File: config.mk
export PLATFORM = sky130hd
export DESIGN_NAME = delta_encoder
export DESIGN_NICKNAME = d
export VERILOG_FILES = /design/src/rtl/delta_pkg.sv /design/src/rtl/delta_compare.sv /design/src/rtl/delta_encoder.sv
export SDC_FILE = /design/constraint.sdc
export NUM_CORES = 1
export LEC_CHECK = 0
export BUFFER_PORTS_ARGS = -buffer_cell sky130_fd_sc_hd__clkbuf_2
export CAP_MARGIN = 15
export CORE_MARGIN = 2
export CORE_UTILIZATION = 42
export CTS_BUF_LIST = sky130_fd_sc_hd__clkbuf_2 sky130_fd_sc_hd__clkbuf_4 sky130_fd_sc_hd__clkbuf_8
export CTS_CLUSTER_SIZE = 25
export DETAILED_ROUTE_END_ITERATION = 10
export PLACE_DENSITY = 0.64
export SYNTH_ARGS = -nofsm -noshare
export SYNTH_HDL_FRONTEND = slang
export SYNTH_HIERARCHICAL = 1
export SYNTH_SLANG_ARGS = --single-unit
File: constraint.sdc
create_clock -name clk -period 4.71 [get_ports clk]
set_input_delay 0.2355 -clock clk [delete_from_list [all_inputs] [get_ports clk]]
set_output_delay 0.2355 -clock clk [all_outputs]
set_load 0.02 [all_outputs]
File: src/rtl/delta_pkg.sv
// Shared spike codes and reference-update modes for the delta-modulation encoder.
package delta_pkg;

    localparam logic [1:0] SPIKE_NONE = 2'b00;
    localparam logic [1:0] SPIKE_ON   = 2'b01;
    localparam logic [1:0] SPIKE_OFF  = 2'b11;

    typedef enum logic {
        UPD_JUMP = 1'b0,
        UPD_STEP = 1'b1
    } update_mode_e;

endpackage

File: src/rtl/delta_compare.sv
// Combinational spike decision and next reference level for one sample.
module delta_compare
    import delta_pkg::*;
#(
    parameter int WIDTH = 4
) (
    input  logic [WIDTH-1:0] in_data,
    input  logic [WIDTH-1:0] cur_ref,
    input  logic [WIDTH-1:0] threshold,
    input  logic             off_spike_en,
    input  update_mode_e     update_mode,
    output logic [1:0]       spike,
    output logic [WIDTH-1:0] next_ref
);

    logic signed [WIDTH:0] diff;
    logic signed [WIDTH:0] thr;
    logic signed [WIDTH:0] neg_thr;
    logic        [WIDTH:0] sum;

    assign diff    = $signed({1'b0, in_data}) - $signed({1'b0, cur_ref});
    assign thr     = $signed({1'b0, threshold});
    assign neg_thr = -thr;
    assign sum     = {1'b0, cur_ref} + {1'b0, threshold};

    always_comb begin
        spike    = SPIKE_NONE;
        next_ref = cur_ref;
        if (diff > thr) begin
            spike = SPIKE_ON;
            if (update_mode == UPD_STEP) begin
                next_ref = sum[WIDTH] ? {WIDTH{1'b1}} : sum[WIDTH-1:0];
            end else begin
                next_ref = in_data;
            end
        end else if (off_spike_en && (diff < neg_thr)) begin
            spike = SPIKE_OFF;
            if (update_mode == UPD_STEP) begin
                next_ref = (cur_ref > threshold) ? (cur_ref - threshold) : '0;
            end else begin
                next_ref = in_data;
            end
        end
    end

endmodule

File: src/rtl/delta_encoder.sv
// Time-multiplexed delta-modulation spike encoder with per-channel reference,
// priming flag and refractory counter; one registered result per accepted sample.
module delta_encoder
    import delta_pkg::*;
#(
    parameter int WIDTH    = 4,
    parameter int CHANNELS = 4,
    parameter int REFRACT  = 2,
    parameter int CHAN_W   = $clog2(CHANNELS)
) (
    input  logic              clk,
    input  logic              reset,
    input  logic              clear,
    input  logic              in_valid,
    input  logic [CHAN_W-1:0] in_chan,
    input  logic [WIDTH-1:0]  in_data,
    input  logic [WIDTH-1:0]  threshold,
    input  logic              off_spike_en,
    input  logic              update_mode,
    output logic              out_valid,
    output logic [CHAN_W-1:0] out_chan,
    output logic [1:0]        out_spike
);

    localparam int RCNT_W = (REFRACT > 0) ? $clog2(REFRACT + 1) : 1;

    logic [WIDTH-1:0]  ref_q    [CHANNELS];
    logic              primed_q [CHANNELS];
    logic [RCNT_W-1:0] rcnt_q   [CHANNELS];

    logic              chan_ok;
    logic [CHAN_W-1:0] sel;
    logic [1:0]        cmp_spike;
    logic [WIDTH-1:0]  cmp_ref;

    assign chan_ok = 32'(in_chan) < CHANNELS;
    // Keep the array index in range even when the request will be ignored.
    assign sel     = chan_ok ? in_chan : '0;

    delta_compare #(
        .WIDTH (WIDTH)
    ) u_compare (
        .in_data      (in_data),
        .cur_ref      (ref_q[sel]),
        .threshold    (threshold),
        .off_spike_en (off_spike_en),
        .update_mode  (update_mode_e'(update_mode)),
        .spike        (cmp_spike),
        .next_ref     (cmp_ref)
    );

    always_ff @(posedge clk or posedge reset) begin
        if (reset) begin
            for (int i = 0; i < CHANNELS; i++) begin
                ref_q[i]    <= '0;
                primed_q[i] <= 1'b0;
                rcnt_q[i]   <= '0;
            end
            out_valid <= 1'b0;
            out_chan  <= '0;
            out_spike <= SPIKE_NONE;
        end else if (clear) begin
            for (int i = 0; i < CHANNELS; i++) begin
                ref_q[i]    <= '0;
                primed_q[i] <= 1'b0;
                rcnt_q[i]   <= '0;
            end
            out_valid <= 1'b0;
        end else begin
            out_valid <= in_valid && chan_ok;
            if (in_valid && chan_ok) begin
                out_chan <= in_chan;
                if (!primed_q[sel]) begin
                    ref_q[sel]    <= in_data;
                    primed_q[sel] <= 1'b1;
                    out_spike     <= SPIKE_NONE;
                end else if (rcnt_q[sel] != '0) begin
                    rcnt_q[sel] <= rcnt_q[sel] - 1'b1;
                    out_spike   <= SPIKE_NONE;
                end else begin
                    ref_q[sel] <= cmp_ref;
                    out_spike  <= cmp_spike;
                    if (cmp_spike != SPIKE_NONE) begin
                        rcnt_q[sel] <= RCNT_W'(REFRACT);
                    end
                end
            end
        end
    end

endmodule
==> flow_metrics.env, run 1 <==
export IMPL_critPathMaxStageDelay_ns=0.53
export IMPL_tns_ns=0
export IMPL_ys_seq_area_share_pct=31.1
export IMPL_reg2reg_slack_ns=0.85
export IMPL_irDropWorstVdd_mv=0.256
export IMPL_setup_viol=0
export IMPL_async_flop_share_pct=100
export IMPL_r2r_end="rcnt_q[4]"
export IMPL_overflow=0
export IMPL_portBuffers=20
export IMPL_worstPathRequired_ns=4.92
export IMPL_final_area_um2=2890
export IMPL_fin_crit_ns=3.86
export IMPL_slowest_stage="mux4_2"
export IMPL_post_cts_resized=0
export IMPL_grt_max_degree=34
export IMPL_synth_top_area_cell="dfrtp_1"
export IMPL_routed_wl_mm=5.77
export IMPL_fin_worst_skew_ns=0.00231
export IMPL_timing_final_crit_share_pct=82.0
export IMPL_p_comb_share_pct=30.0
export IMPL_gp_congestion=0.777
export IMPL_crit_top_cell="ha_1"
export IMPL_synth_edff_count=0
export IMPL_core_area_um2=6030
export IMPL_cts_buffers=5
export IMPL_p_int_w=0.000509
export IMPL_synth_avg_cell_area_um2=10.1
export IMPL_p_leak_nw=1.27
export IMPL_rr_worst_depth=14
export IMPL_powerDensity_nw_per_um2=256
export IMPL_grt_pass1_wl_mm=10.0
export IMPL_end_kind="flip-flop"
export IMPL_syn_inst=263
export IMPL_worst_pin_slew_ns=0.957
export IMPL_cts_root_buf="clkbuf_8"
export IMPL_holdBufCountCts=0
export IMPL_start_util_pct=44.0
export IMPL_synth_cell_types=51
export IMPL_dr_pass1_iters=4
export IMPL_cts_htree_levels=2
export IMPL_grt_setup_unrepaired="false"
export IMPL_path_class="flip-flop to flip-flop"
export IMPL_synthTopCellsByArea="dfrtp_1, ha_1, inv_1"
export IMPL_register_area_um2=826
export IMPL_antenna_cells=0
export IMPL_ant_nets=0
export IMPL_drv_cap=0
export IMPL_fillers=563
export IMPL_placementRows=28
export IMPL_dpl_cell_area_um2=2800
export IMPL_clockPowerShare_pct=29.3
export IMPL_grt_usage_pct=17.5
export IMPL_io_pins=21
export IMPL_synthesis_nets=302
export IMPL_vias=2034
export IMPL_fmax_ghz=0.259
export IMPL_antenna_found_initial=0
export IMPL_clock_sinks=33
export IMPL_ys_seq_elements=33
export IMPL_startpoint_type="flip-flop"
export IMPL_netlist_area_um2=2650
export IMPL_die_area_um2=6970
export IMPL_grt_pass1_vias=2004
export IMPL_multi_input_area_um2=1610
export IMPL_max_clock_path_buffers=2
export IMPL_ys_flop_type="dfrtp_1"
export IMPL_path_cells="mux4_2 > inv_1 > ha_1 > a21o_1 > a21oi_1 > xnor2_1 > ha_1 > a21boi_1 > a31oi_1 > o21a_4 > or2_1 > or3b_2 > a41o_1 > mux2i_1"
export IMPL_switching_share_pct=31.1
export IMPL_p_sw_w=0.000230
export IMPL_cts_tree="built"
export IMPL_synthTopCellsByCount="inv_1, dfrtp_1, ha_1, o32ai_1, mux2i_1"
export IMPL_die_h_um=83.5
export IMPL_syn2layout_area_growth_pct=8.91
export IMPL_hp_class="primary input to async pin"
export IMPL_drive_above_1_share_pct=19.0
export IMPL_yosysTopAreaCellShare_pct=31.1
export IMPL_clk_latency_ns=0.28
export IMPL_dp_hpwl_mm=4.44
export IMPL_cts_setup_buffers=0
export IMPL_yosys_warnings=6
export IMPL_die_w_um=83.5
export IMPL_final_hold_violation_count=0
export IMPL_rr_startpoint="ref_q[1]"
export IMPL_p_seq_share_pct=40.7
export IMPL_clk_pin_slew_ns=0.06
export IMPL_yosysMostFrequentCell="inv_1"
export IMPL_relSlewSlack_pct=36.1
export IMPL_drt_iter0_markers=83
export IMPL_outcome="finished, final reports clean"
export IMPL_worstPathArrival_ns=4.07
export IMPL_drv_slew=0
export IMPL_via_per_inst=5.75
export IMPL_fin_nets=318
export IMPL_crit_path_max_fanout=6
export IMPL_route_detailed_drc=0
export IMPL_wl_per_cell_um=16.3
-- power by group through the flow --
stage               sequential (W)  clock, W  combinational (W)
finish                    0.000300  0.000216           0.000222
global route              0.000302  0.000237           0.000246
CTS                       0.000301  0.000222           0.000222
detailed placement        0.000306         0           0.000221
global placement          0.000305         0           0.000218
floorplan                 0.000309         0           0.000167
-- cell families (layout without fill, tap and decap cells) --
| kind of cell | Yosys count | in the layout | share of synthesized area, % |
|---|---|---|---|
| mux | 27 | 27 | 15.0 |
| xor+xnor | 6 | 6 | 2.26 |
| buf+inv | 55 | 71 | 8.30 |
| fa+ha+maj | 23 | 23 | 11.7 |
| flops | 33 | 33 | 31.1 |
| compound gates | 62 | 62 | 19.6 |
| simple gates | 57 | 57 | 12.0 |
-- layout make-up --
cell class	count	share of cell area (%)
repair buffers	22	3.98
well taps	75	3.25
clock buffers	7	3.12
flip-flops and latches	33	28.6
inverters	42	5.45
multi-input cells	175	55.6
-- per-layer routing --
layer	up-vias	GRT usage [%]	wire, um
met4	0	4.25	43
met3	6	3.26	248
met5	-	0	0
li1	984	-	-
met2	45	27.5	2720
met1	999	25.2	2760
-- cell usage in the layout (no fill, tap or decap), types with 2 or more instances in the layout --
| cell type | instances |
|---|---|
| dfrtp_1 | 33 |
| ha_1 | 20 |
| o211ai_1 | 4 |
| o2bb2ai_1 | 5 |
| mux2_2 | 3 |
| o32ai_1 | 16 |
| inv_1 | 42 |
| mux2i_4 | 3 |
| fa_1 | 3 |
| o22ai_1 | 6 |
| a21o_1 | 2 |
| clkbuf_2 | 20 |
| buf_4 | 2 |
| mux2i_1 | 14 |
| nor2b_1 | 10 |
| nand2b_1 | 10 |
| nor3_1 | 3 |
| o21a_1 | 3 |
| clkbuf_8 | 6 |
| o211a_1 | 3 |
| nand2_1 | 7 |
| nand3_1 | 4 |
| a21oi_1 | 8 |
| nor2_1 | 10 |
| nand4_1 | 6 |
| xnor2_1 | 4 |
| mux4_2 | 7 |
-- sequential cells by signal (all words and copies together) (netlist names) --
register and cells:
rcnt_q 8, out_chan 2, out_spike 2, primed_q 4, out_valid 1, ref_q 16
-- worst max-delay path by stage --
stage                     startpoint   endpoint  slack [ns]
after global routing        ref_q[1]  rcnt_q[1]        0.59
after global placement    in_chan[1]  rcnt_q[4]        0.84
after detailed placement  in_chan[1]  rcnt_q[4]        0.77
final                       ref_q[1]  rcnt_q[4]        0.85
after floorplan           in_chan[0]  rcnt_q[4]        0.93
after CTS                   ref_q[1]  rcnt_q[4]        0.85
-- critical path: cells and delay by family (launching register included) --
| kind | cells | cell delay (ns) |
|---|---|---|
| simple gates | 2 | 0.72 |
| xor+xnor | 1 | 0.11 |
| fa+ha+maj | 2 | 0.54 |
| buf+inv | 1 | 0.21 |
| flops | 1 | 0.38 |
| mux | 2 | 0.65 |
| compound gates | 6 | 1.17 |
-- through the flow --
| stage | util, % | total power, W | hold WS (ns) | cells | setup slack [ns] |
|---|---|---|---|---|---|
| 3_5_place_dp | 46.5 | 0.000527 | 0.328 | 347 | 0.769 |
| 2_1_floorplan | - | 0.000476 | 0.364 | 263 | 0.932 |
| 3_3_place_gp | 46.5 | 0.000523 | 0.327 | 347 | 0.840 |
| 4_1_cts | 48.0 | 0.000745 | 0.0237 | 354 | 0.852 |
| 6_report | 48.0 | 0.000738 | 0.00740 | 354 | 0.848 |
| 5_1_grt | 48.0 | 0.000785 | 0.0614 | 354 | 0.585 |
No activity file was read; power rests on OpenSTA's default activity.
==> run 2, diff against run 1 <==
- ABC_AREA: not set -> 1
- clock period: 4.71 -> 4.03 ns (I/O delays scaled with it)
==> flow_metrics.env, run 2 <==
export IMPL_outcome="finished, final reports clean"
export IMPL_r2r_end="rcnt_q[7]"
export IMPL_netlist_area_um2=2940
export IMPL_clk_pin_slew_ns=0.06
export IMPL_register_area_um2=826
export IMPL_vias=2687
export IMPL_largest_register_ffs=16
export IMPL_yosys_warnings=6
export IMPL_drive_above_1_share_pct=17.2
export IMPL_regMostFlops="ref_q"
export IMPL_placementRows=30
export IMPL_fillers=681
export IMPL_cts_htree_levels=2
export IMPL_fmax_ghz=0.280
export IMPL_path_depth=22
export IMPL_syn2layout_area_growth_pct=9.42
export IMPL_synthesis_nets=439
export IMPL_ant_nets=0
export IMPL_ys_seq_area_share_pct=28.1
export IMPL_irDropWorstVdd_mv=0.194
export IMPL_dp_hpwl_mm=5.66
export IMPL_relSlewSlack_pct=44.9
export IMPL_fin_crit_ns=3.57
export IMPL_critPathMaxStageDelay_ns=0.38
export IMPL_route_detailed_drc=0
export IMPL_grt_max_degree=34
export IMPL_timing_final_crit_share_pct=88.6
export IMPL_reg2reg_slack_ns=0.46
export IMPL_hp_class="primary input to flip-flop"
export IMPL_ys_seq_elements=33
export IMPL_multi_input_area_um2=1880
export IMPL_hold_slack_ns=0.222
export IMPL_powerDensity_nw_per_um2=363
export IMPL_rr_startpoint="ref_q[13]"
export IMPL_min_from="in_valid"
export IMPL_worstPathRequired_ns=4.26
export IMPL_cts_tree="built"
export IMPL_startpoint_type="flip-flop"
export IMPL_rr_worst_depth=22
export IMPL_dr_pass1_iters=4
export IMPL_via_per_inst=5.17
export IMPL_crit_end="rcnt_q[7]"
export IMPL_cts_root_buf="clkbuf_8"
export IMPL_synth_edff_count=0
export IMPL_synthTopCellsByCount="nand2_1, inv_1, dfrtp_1, nand3_1, nand4_1"
export IMPL_tns_ns=0
export IMPL_fin_total_pwr_w=0.00117
export IMPL_max_clock_path_buffers=2
export IMPL_setup_viol=0
export IMPL_fin_nets=464
export IMPL_path_cells="a22oi_1 > nand3_1 > inv_1 > ha_1 > a21oi_1 > o21ai_0 > xor2_1 > ha_1 > inv_1 > nor2_8 > nand3_4 > o21ai_4 > a21oi_1 > inv_1 > nand2_1 > o21ai_0 > inv_1 > nand2_4 > nand2_4 > nand2_1 > nand2_1 > nand2_1"
export IMPL_die_area_um2=7680
export IMPL_end_kind="flip-flop"
export IMPL_syn_inst=400
export IMPL_ys_flop_type="dfrtp_1"
export IMPL_fin_worst_skew_ns=0.00493
export IMPL_layout_top_registers="ref_q (16), rcnt_q (8), primed_q (4)"
export IMPL_antenna_cells=0
export IMPL_grt_pass1_vias=2614
export IMPL_core_area_um2=6790
export IMPL_synthTopCellsByArea="dfrtp_1, nand2_1, ha_1"
export IMPL_yosysMostFrequentCell="nand2_1"
export IMPL_cp_num_buf_inv=4
export IMPL_gp_congestion=0.926
export IMPL_synth_top_area_cell="dfrtp_1"
export IMPL_grt_pass1_wl_mm=12.2
export IMPL_portBuffers=20
export IMPL_synth_cell_types=40
export IMPL_path_class="flip-flop to flip-flop"
export IMPL_grt_usage_pct=20.2
export IMPL_cts_buffers=5
export IMPL_startpoint="ref_q[13]"
export IMPL_async_flop_share_pct=100
export IMPL_worstPathArrival_ns=3.80
export IMPL_yosysTopAreaCellShare_pct=28.1
export IMPL_final_hold_violation_count=0
export IMPL_drt_iter0_markers=173
export IMPL_io_pins=21
export IMPL_start_util_pct=43.2
export IMPL_drv_cap=0
export IMPL_clk_latency_ns=0.29
export IMPL_slowest_stage="dfrtp_1"
export IMPL_die_w_um=87.6
export IMPL_crit_path_max_fanout=12
export IMPL_drv_slew=0
export IMPL_p_leak_nw=1.73
export IMPL_mostFrequentLayoutCells="nand2_1, inv_1, dfrtp_1"
export IMPL_cpLargestDelayFamily="compound AO/OA/AOI/OAI gates"
export IMPL_die_h_um=87.6
export IMPL_grt_setup_unrepaired="false"
export IMPL_synth_avg_cell_area_um2=7.34
export IMPL_clock_sinks=33
export IMPL_routed_wl_mm=7.13
export IMPL_antenna_found_initial=0
export IMPL_worst_pin_slew_ns=0.825
export IMPL_wl_per_cell_um=13.7
export IMPL_overflow=0
export IMPL_final_common_cell="nand2_1"
run 2: changes by cell type in the layout (fill, tap and decap cells not counted), sizes merged, moves of 7 or more:
cell | before | now
nor2b | 10 | 0
nor2 | 10 | 17
nand2b | 10 | 0
nand2 | 7 | 169
mux4 | 7 | 0
nand3 | 4 | 35
o21ai | 2 | 17
nand4 | 6 | 25
o32ai | 17 | 0
mux2i | 17 | 0
run 2: timing repair:
item	CTS	global route
gates resized for setup	0	0
endpoints found under the hold margin	16	0
setup buffers	0	0
endpoints found under the setup margin	0	0
hold buffers	1	0
run 2: tightest hold or removal path: stages:
cell	delay [ns]
clkbuf_2	0.10
inv_1	0.10
nor2_1	0.07
run 2: kinds of logic after synthesis:
kind of cell | after synthesis | share of synthesized area [%]
xor gates and xnor gates | 4 | 1.19
adders and majority gates | 23 | 10.6
AOI/OAI and AO/OA | 41 | 10.2
DFF | 33 | 28.1
buffers and inverters | 51 | 7.88
and+or+nand+nor | 248 | 42.0
run 2: cell type report:
cell class                 count  area share (%)
tap                           96            3.74
timing repair buffer          26            4.60
multi-input combinational    316            58.5
inverter                      43            5.18
sequential                    33            25.7
clock inverter                 1           0.156
clock buffer                   5            2.14
run 2: worst min path at each step:
stage / slack (ns) / endpoint / depth (start not counted)
floorplan: 0.28 / out_valid / 1
global placement: 0.30 / ref_q[11] / 3
detailed placement: 0.30 / ref_q[8] / 3
CTS: 0.22 / out_valid / 3
global route: 0.26 / out_valid / 3
finish: 0.22 / out_valid / 3
run 2: metrics by stage:
step / util (%) / setup slack, ns / std cells / area [um^2]
finish: 47.3 / 0.459 / 520 / 3210
global route: 47.3 / 0.115 / 520 / 3210
CTS: 47.3 / 0.445 / 520 / 3210
detailed placement: 46.1 / 0.222 / 513 / 3130
global placement: 46.1 / 0.317 / 513 / 3130
floorplan: - / 0.639 / 400 / 2940
run 2: where the power goes:
part / internal [W] / switching (W)
Sequential: 0.000380 / 0.0000373
Clock: 0.000113 / 0.000118
Combinational: 0.000177 / 0.000340
run 2: layer usage:
metal	up-vias	wire [um]	GRT usage, %
met2	74	3250	33.0
met5	-	0	0
met4	0	97	5.17
met1	1233	3410	27.8
li1	1370	-	-
met3	10	373	3.39
==> run 3, diff against run 2 <==
- SETUP_SLACK_MARGIN: not set -> 0.5
==> flow_metrics.env, run 3 (synthesis results as in run 2) <==
export IMPL_outcome="finished, final reports clean"
export IMPL_drt_iter0_markers=161
export IMPL_portBuffers=20
export IMPL_worstPathArrival_ns=3.47
export IMPL_hp_class="primary input to flip-flop"
export IMPL_cts_htree_levels=2
export IMPL_irDropWorstVdd_mv=0.194
export IMPL_gp_congestion=0.926
export IMPL_setup_viol=0
export IMPL_grt_pass1_wl_mm=12.2
export IMPL_tns_ns=0
export IMPL_grt_setup_unrepaired="false"
export IMPL_powerDensity_nw_per_um2=359
export IMPL_ant_nets=0
export IMPL_relSlewSlack_pct=45.0
export IMPL_fin_crit_ns=3.29
export IMPL_worst_pin_slew_ns=0.823
export IMPL_dr_pass1_iters=4
export IMPL_clock_sinks=33
export IMPL_grt_max_degree=34
export IMPL_largest_register_ffs=16
export IMPL_p_leak_nw=1.79
export IMPL_drv_slew=0
export IMPL_fin_worst_skew_ns=0.00630
export IMPL_clk_latency_ns=0.29
export IMPL_final_common_cell="nand2_1"
export IMPL_end_kind="flip-flop"
export IMPL_antenna_found_initial=0
export IMPL_fin_nets=473
export IMPL_fin_ws_ns=0.741
export IMPL_start_util_pct=43.2
export IMPL_fin_total_pwr_w=0.00119
export IMPL_drive_above_1_share_pct=20.6
export IMPL_cts_tree="built"
export IMPL_die_area_um2=7680
export IMPL_placementRows=30
export IMPL_io_pins=21
export IMPL_timing_final_crit_share_pct=81.6
export IMPL_crit_path_max_fanout=12
export IMPL_path_class="flip-flop to flip-flop"
export IMPL_mostFrequentLayoutCells="nand2_1, inv_1, dfrtp_1"
export IMPL_layout_top_registers="ref_q (16), rcnt_q (8), primed_q (4)"
export IMPL_regMostFlops="ref_q"
export IMPL_vias=2723
export IMPL_dp_hpwl_mm=5.66
export IMPL_route_detailed_drc=0
export IMPL_drv_cap=0
export IMPL_die_h_um=87.6
export IMPL_worstPathRequired_ns=4.21
export IMPL_cts_root_buf="clkbuf_8"
export IMPL_die_w_um=87.6
export IMPL_antenna_cells=0
export IMPL_overflow=0
export IMPL_max_clock_path_buffers=2
export IMPL_dp_slack_ns=0.222
export IMPL_clk_pin_slew_ns=0.06
export IMPL_fmax_ghz=0.304
export IMPL_routed_wl_mm=7.31
export IMPL_grt_usage_pct=20.2
export IMPL_grt_pass1_vias=2614
export IMPL_core_area_um2=6790
export IMPL_wl_per_cell_um=13.8
export IMPL_startpoint_type="flip-flop"
export IMPL_syn2layout_area_growth_pct=12.9
export IMPL_cts_buffers=5
export IMPL_via_per_inst=5.15
export IMPL_final_hold_violation_count=0
[run 3: routing by layer]
layer,vias to the layer above,wire [um],global-route usage [%]
met5,-,0,0
met4,0,93,5.17
met3,8,276,3.39
met2,52,3410,33.0
met1,1275,3530,27.8
li1,1388,-,-
[run 3: worst max-delay path, stage by stage, from the launching register on]
cell	delay, ns
dfrtp_1	0.39
a22oi_2	0.22
nand3_2	0.15
inv_4	0.12
ha_1	0.24
a21oi_1	0.13
o21ai_0	0.11
xor2_1	0.18
ha_1	0.32
inv_1	0.09
nor2_8	0.14
nand3_4	0.08
o21ai_4	0.25
nand2_4	0.10
nand2_1	0.10
o21ai_1	0.07
inv_1	0.09
nand2_4	0.06
nand2_4	0.13
nand2_1	0.09
nand2_1	0.06
nand2_1	0.05
[run 3: final timing paths]
path	start	endpoint	slack, ns	depth (start not counted)
worst max-delay path	ref_q[13]	rcnt_q[7]	0.74	21
worst min-delay path	in_valid	out_valid	0.22	3
worst max register to register	ref_q[13]	rcnt_q[7]	0.74	21
worst min register to register	ref_q[5]	ref_q[5]	0.48	2
max in group asynchronous	reset	primed_q[1]	3.19	4
min in group asynchronous	reset	ref_q[14]	0.52	4
[run 3: per-stage QoR]
stage	hold slack [ns]	utilization (%)	instance area, um^2	cells
6_report	0.224	48.8	3310	529
5_1_grt	0.258	48.8	3310	529
4_1_cts	0.223	47.3	3210	520
3_5_place_dp	0.297	46.1	3130	513
3_3_place_gp	0.300	46.1	3130	513
2_1_floorplan	0.279	-	2940	400
[run 3: final cells by class]
| class | count | area, um^2 |
|---|---|---|
| clock buffers | 5 | 68.8 |
| well taps | 96 | 120 |
| repair buffers | 35 | 215 |
| fillers | 667 | 3480 |
| flip-flops and latches | 33 | 826 |
| multi-input cells | 316 | 1910 |
| inverters | 43 | 171 |
| clock inverters | 1 | 5.00 |
[run 3: power breakdown]
part | total, W | internal [W] | leakage [nW] | switching (W)
Combinational | 0.000540 | 0.000192 | 1.31 | 0.000348
Clock | 0.000232 | 0.000113 | 0.0399 | 0.000118
Sequential | 0.000419 | 0.000380 | 0.444 | 0.0000390
[run 3: what timing repair did]
item                                    CTS  global route
endpoints found under the setup margin    8            24
pin swaps                                 0             5
buffers inserted                          0             9
hold buffers                              1             0
resized for setup                         1            10
endpoints found under the hold margin    16             0
cloned                                    0             0
